### src/rtl/sift_det_pkg.sv
// sift_det_pkg: shared encodings and constants for the DoG extremum detection path
package sift_det_pkg;

   typedef enum logic [1:0] {
      MODE_OFF  = 2'b00,
      MODE_MIN  = 2'b01,
      MODE_MAX  = 2'b10,
      MODE_BOTH = 2'b11
   } mode_e;

   localparam int DET_LAT = 3;
   localparam int RED_GRP = 8;

   typedef struct packed {
      logic       valid;
      logic       sof;
      logic       eof;
      logic [1:0] mode;
   } side_t;

endpackage

### src/rtl/nb_compare_tree.sv
// nb_compare_tree: per-neighbour centre compare (stage 1) and grouped AND-reduce (stage 2)
module nb_compare_tree
   import sift_det_pkg::*;
#(
   parameter int DATA_W = 8,
   parameter int NUM_NB = 26,
   parameter int NUM_GRP = (NUM_NB + RED_GRP - 1) / RED_GRP
) (
   input  logic                     iclk,
   input  logic                     irst_n,
   input  logic [DATA_W-1:0]        iCenter,
   input  logic [NUM_NB*DATA_W-1:0] iNeigh,
   input  logic                     iStrict,
   output logic [NUM_GRP-1:0]       oLePart,
   output logic [NUM_GRP-1:0]       oGePart
);

   logic [NUM_NB-1:0]          leNext, geNext, le, ge;
   logic [NUM_GRP*RED_GRP-1:0] lePad, gePad;

   for (genvar k = 0; k < NUM_NB; k++) begin : g_cmp
      logic signed [DATA_W-1:0] nb;
      logic                     tie;
      assign nb        = iNeigh[k*DATA_W +: DATA_W];
      assign tie       = (iCenter == nb) && !iStrict;
      assign leNext[k] = ($signed(iCenter) < nb) || tie;
      assign geNext[k] = ($signed(iCenter) > nb) || tie;
   end

   // Unused slots of the last group read as 1 so they never veto the reduction
   always_comb begin
      lePad = '1;
      gePad = '1;
      lePad[NUM_NB-1:0] = le;
      gePad[NUM_NB-1:0] = ge;
   end

   always_ff @(posedge iclk or negedge irst_n) begin
      if (!irst_n) begin
         le      <= '0;
         ge      <= '0;
         oLePart <= '0;
         oGePart <= '0;
      end else begin
         le <= leNext;
         ge <= geNext;
         for (int g = 0; g < NUM_GRP; g++) begin
            oLePart[g] <= &lePad[g*RED_GRP +: RED_GRP];
            oGePart[g] <= &gePad[g*RED_GRP +: RED_GRP];
         end
      end
   end

endmodule

### src/rtl/dog_extremum_detector.sv
// dog_extremum_detector: streaming DoG local min/max qualifier with contrast gate
// and per-frame keypoint counter, fixed 3-cycle latency
module dog_extremum_detector
   import sift_det_pkg::*;
#(
   parameter int DATA_W = 8,
   parameter int NUM_NB = 26,
   parameter int CNT_W  = 16
) (
   input  logic                     iclk,
   input  logic                     irst_n,
   input  logic                     iValid,
   input  logic                     iSof,
   input  logic                     iEof,
   input  logic [DATA_W-1:0]        iCenter,
   input  logic [NUM_NB*DATA_W-1:0] iNeigh,
   input  logic [1:0]               iMode,
   input  logic                     iStrict,
   input  logic [DATA_W-1:0]        iThresh,
   output logic                     oValid,
   output logic                     oIsMin,
   output logic                     oIsMax,
   output logic                     oKey,
   output logic [CNT_W-1:0]         oFrameCount,
   output logic                     oFrameDone,
   output logic                     oSat
);

   localparam int NUM_GRP = (NUM_NB + RED_GRP - 1) / RED_GRP;
   localparam logic [DATA_W-1:0] MOST_NEG = {1'b1, {(DATA_W-1){1'b0}}};

   side_t              side1, side2;
   logic [DATA_W-1:0]  absC, abs1, abs2, thr1, thr2;
   logic [NUM_GRP-1:0] lePart, gePart;
   logic               contrastOk, wantMin, wantMax, candMin, candMax;
   logic               isMin, isMax, key, clamp;
   logic [CNT_W-1:0]   runCnt, baseCnt, updCnt;
   logic               runSat, baseSat, updSat;

   nb_compare_tree #(
      .DATA_W (DATA_W),
      .NUM_NB (NUM_NB)
   ) uTree (
      .iclk    (iclk),
      .irst_n  (irst_n),
      .iCenter (iCenter),
      .iNeigh  (iNeigh),
      .iStrict (iStrict),
      .oLePart (lePart),
      .oGePart (gePart)
   );

   // The most negative sample has no positive twin, so it clamps to the largest magnitude
   assign absC = (iCenter == MOST_NEG) ? ~MOST_NEG : iCenter[DATA_W-1] ? -iCenter : iCenter;

   always_ff @(posedge iclk or negedge irst_n) begin
      if (!irst_n) begin
         side1 <= '0;
         side2 <= '0;
         abs1  <= '0;
         abs2  <= '0;
         thr1  <= '0;
         thr2  <= '0;
      end else begin
         side1 <= side_t'{iValid, iSof, iEof, iMode};
         abs1  <= absC;
         thr1  <= iThresh;
         side2 <= side1;
         abs2  <= abs1;
         thr2  <= thr1;
      end
   end

   assign contrastOk = abs2 > thr2;
   assign wantMin    = (side2.mode == MODE_MIN) || (side2.mode == MODE_BOTH);
   assign wantMax    = (side2.mode == MODE_MAX) || (side2.mode == MODE_BOTH);
   assign candMin    = side2.valid && (&lePart) && wantMin && contrastOk;
   assign candMax    = side2.valid && (&gePart) && wantMax && contrastOk;
   // A centre that is both a min and a max sits in a flat region and is not a keypoint
   assign isMin      = candMin && !candMax;
   assign isMax      = candMax && !candMin;
   assign key        = isMin || isMax;

   assign baseCnt = side2.sof ? '0 : runCnt;
   assign baseSat = side2.sof ? 1'b0 : runSat;
   assign clamp   = key && (&baseCnt);
   assign updCnt  = baseCnt + CNT_W'(key && !clamp);
   assign updSat  = baseSat || clamp;

   always_ff @(posedge iclk or negedge irst_n) begin
      if (!irst_n) begin
         oValid      <= 1'b0;
         oIsMin      <= 1'b0;
         oIsMax      <= 1'b0;
         oKey        <= 1'b0;
         oFrameDone  <= 1'b0;
         oFrameCount <= '0;
         oSat        <= 1'b0;
         runCnt      <= '0;
         runSat      <= 1'b0;
      end else begin
         oValid     <= side2.valid;
         oIsMin     <= isMin;
         oIsMax     <= isMax;
         oKey       <= key;
         oFrameDone <= side2.valid && side2.eof;
         if (side2.valid) begin
            runCnt <= side2.eof ? '0 : updCnt;
            runSat <= side2.eof ? 1'b0 : updSat;
            if (side2.eof) begin
               oFrameCount <= updCnt;
               oSat        <= updSat;
            end
         end
      end
   end

endmodule

### config.mk
export PLATFORM = sky130hd
export DESIGN_NAME = dog_extremum_detector
export DESIGN_NICKNAME = d
export VERILOG_FILES = /design/src/rtl/sift_det_pkg.sv /design/src/rtl/nb_compare_tree.sv /design/src/rtl/dog_extremum_detector.sv
export SDC_FILE = /design/constraint.sdc
export NUM_CORES = 1
export LEC_CHECK = 0
export ABC_AREA = 1
export BUFFER_PORTS_ARGS = -buffer_cell sky130_fd_sc_hd__clkbuf_2
export CAP_MARGIN = 30
export CORE_AREA = 2 2 217 219
export CTS_CLUSTER_SIZE = 10
export DETAILED_ROUTE_END_ITERATION = 8
export DIE_AREA = 0 0 219 221
export GPL_TIMING_DRIVEN = 0
export PLACE_DENSITY = 0.4
export SKIP_LAST_GASP = 1
export SYNTH_ARGS = -nofsm -noshare
export SYNTH_HDL_FRONTEND = slang
export SYNTH_HIERARCHICAL = 1
export SYNTH_SLANG_ARGS = --single-unit
### constraint.sdc
create_clock -name iclk -period 7.65 [get_ports iclk]
set_input_delay 1.53 -clock iclk [delete_from_list [all_inputs] [get_ports iclk]]
set_output_delay 1.53 -clock iclk [all_outputs]
set_load 0.03 [all_outputs]
==> summary.txt <==
Die
  – Core area: roughly 46,000 µm²
  – Die width: about 220 µm
  – Die area: about 48,000 µm²
  – Initial core utilization: 0.248
  – Die Ht: about 220 µm
  – I/O pin count: between 200 and 300
  – Row count: 79

Timing
  – Final Max Slew Viols: 0
  – Final hold vios: 0
  – Slew headroom: 0.483
  – Clk_skew: 0.00953 ns
  – Setup TNS Final: 0 ns
  – Crit path time final: about 3.1 ns
  – Period utilization: 0.408
  – RSZ-0062 raised after global routing: false
  – Worst Tran Pin Value: 0.776 ns
  – Max Clk Rate: ~320 MHz
  – Final setup violation count: 0

Power and ir drop
  – VDD IR-drop max: between 0.0001 and 0.00015 V
  – PD cells: between 150 and 200 nW/µm²
  – P_leak: 8.58 nW

Layout
  – Commonest non-fill, non-tap cell in the layout: nand2_1
  – Utilization after layout: 0.310
  – Share of cells above drive strength 1: 0.188
  – Commonest cells after routing, fill and taps aside: nand2_1, inv_1, clkbuf_2
  – Final Net Count: approximately 2,300
  – Area Overhead vs Synth: 24.6%

Clock network
  – CTS Buffer Depth: 2
  – Worst skew pair latency: around 0.44 ns
  – H-tree depth: 4
  – Clock buffer count from CTS: 17
  – CTS tree: built
  – Root Buffer: clkbuf_16
  – # hold bufs at CTS: 0
  – PostCTS Resize Cnt: 0
  – Setup Buffers After CTS: 0
  – Clock transition at path regs: 0.07 ns
  – CTS Sinks: 141

Min path
  – Min-Delay Path Class: flop to flop
  – Hold EP: abs2[6]$_DFF_PN0_
  – Hold Path Depth: 0
  – Hold wc startpoint: abs1[6]$_DFF_PN0_

Global route
  – Gr ovfl total: 0
  – Largest net degree at the start of global routing: 76
  – Wire length of the first global-routing pass: about 54,000 µm
  – Vias in the first global route: roughly 10,000
  – Initial antenna violation count: 5
  – Tot GR Track Use: 0.145

Drt
  – WL final: around 33,000 µm
  – Drt initial violations: about 410
  – Routed WL per cell: around 14 µm
  – Vias per cell: ~4.1
  – Post-route ant nets: 0
  – Via Count: between 10,000 and 15,000
  – Drt pass-1 iters: 5
  – Post-route DRC: 0

Yosys
  – Post-synthesis cell type count: 29
  – Synthesized area: 11,400 µm²
  – Post-synthesis sequential area ratio: 0.308
  – Syn Area/Cell: between 7 and 8 µm²
  – Net Count, Synth: 2,009
  – Syn Inst Count: between 1,500 and 2,000
  – Most common flop cell mapped by yosys: dfrtp_1
  – Yosys Warn Count: 6
  – Post-synth ARST share: 1.00
  – Synth Register Bits: ~140
  – Post-synth EDFFs: 0

Flow run
  – Max_cap viols: 0

Critical path
  – Worst R2R Setup Slack: 4.53 ns
  – Critical path type: flop to flop
  – Data arrival time of the critical path: between 3 and 4 ns
  – Required time at the worst-slack endpoint: around 8.0 ns
  – R2R Path End: oFrameCount[14]$_DFFE_PN0P_
  – Crit path capture type: flop
  – Worst-path maximum fanout: 5
  – Startpoint Class: flop
  – Reg-to-Reg Start: abs2[5]$_DFF_PN0_
  – Worst r2r path cells: 16

Placed design
  – Routability congestion estimate: 0.791
  – Port Buffers: between 200 and 300
  – DP HPWL: between 20,000 and 30,000 µm

Status
  – Status: completed
logic make-up (layout without fill, tap and decap cells):
kind of cell	count (synthesis)	after routing	synth area share
AOI/OAI and AO/OA	97	97	0.0488
xor gates and xnor gates	7	7	0.00536
adders and majority gates	221	221	0.242
buffers and inverters	354	647	0.118
DFF	141	141	0.308
other	0	2	0
and+or+nand+nor	736	736	0.278
registers in the layout, summed over array words and instances, names as in the netlist, 8 cells and up:
signal,cells
runCnt,16
thr2,8
abs2,8
abs1,8
thr1,8
uTree/ge,26
uTree/le,26
oFrameCount,16
stage by stage:
stage | hold slack [ns] | setup slack [ns] | instances | total power (W) | instance area, µm²
3_5_place_dp | 0.335 | 4.43 | 2424 | 0.00136 | 13700
5_1_grt | 0.356 | 4.20 | 2456 | 0.00236 | 14300
6_report | 0.351 | 4.53 | 2458 | 0.00219 | 14300
4_1_cts | 0.354 | 4.42 | 2456 | 0.00224 | 14300
2_1_floorplan | 0.331 | 4.80 | 1556 | 0.00115 | 11400
3_3_place_gp | 0.334 | 2.38 | 2415 | 0.00134 | 13500
how the worst max path moves through the flow:
stage	startpoint	end	slack (ns)	depth (start not counted)
global placement	irst_n	uTree/ge[11]$_DFF_PN0_	2.38	1
floorplan	iCenter[0]	uTree/ge[14]$_DFF_PN0_	4.80	11
finish	abs2[5]$_DFF_PN0_	oFrameCount[14]$_DFFE_PN0P_	4.53	16
CTS	abs2[5]$_DFF_PN0_	oFrameCount[14]$_DFFE_PN0P_	4.42	16
global route	abs2[5]$_DFF_PN0_	runCnt[14]$_DFFE_PN0P_	4.20	16
detailed placement	abs2[5]$_DFF_PN0_	oFrameCount[14]$_DFFE_PN0P_	4.43	16
critical path: stages (launching register included):
cell     delay, ns
dfrtp_1       0.38
ha_1          0.30
a21oi_1       0.13
nor2_1        0.05
nor3_1        0.17
nand2_1       0.13
nand2_1       0.10
nor2_1        0.05
ha_1          0.31
a21oi_1       0.14
ha_1          0.20
ha_1          0.21
nand4_2       0.21
nor2_1        0.27
nand4_1       0.16
nand3_1       0.14
nand2_1       0.05
metal layers:
layer | global-route usage | vias up | wire length [µm]
met5 | 0 | - | 43
met3 | 0.0324 | 17 | 1550
met2 | 0.232 | 182 | 14700
met1 | 0.201 | 4530 | 16900
li1 | - | 5438 | -
met4 | 0.0262 | 6 | 257
synth_stat cells (11+ instances only):
cell	n	area, µm²
inv_1	343	1290
o21ai_0	15	75.1
or2_1	19	119
nand2_2	14	87.6
a21o_2	11	96.3
nor2_2	14	87.6
nand4_1	37	231
nand2_1	407	1530
nand3_1	114	571
dfrtp_1	141	3530
ha_1	221	2770
nor2_1	118	443
a21oi_1	56	280
cell type report:
cell class,count,area (µm²)
fill,5049,31800
multi-input combinational,1061,6560
sequential,141,3530
timing repair buffer,261,1460
inverter,344,1290
tap,607,759
clock buffer,17,425
clock inverter,15,171
buffer,10,55.1
antenna,2,5.00
power by group:
part	switching, W	leakage [nW]	total, W	internal, W
combinational	0.000296	6.54	0.000504	0.000208
clock	0.000385	0.292	0.000852	0.000467
sequential	0.0000240	1.75	0.000833	0.000809
No activity file was read; power rests on OpenSTA's default activity.
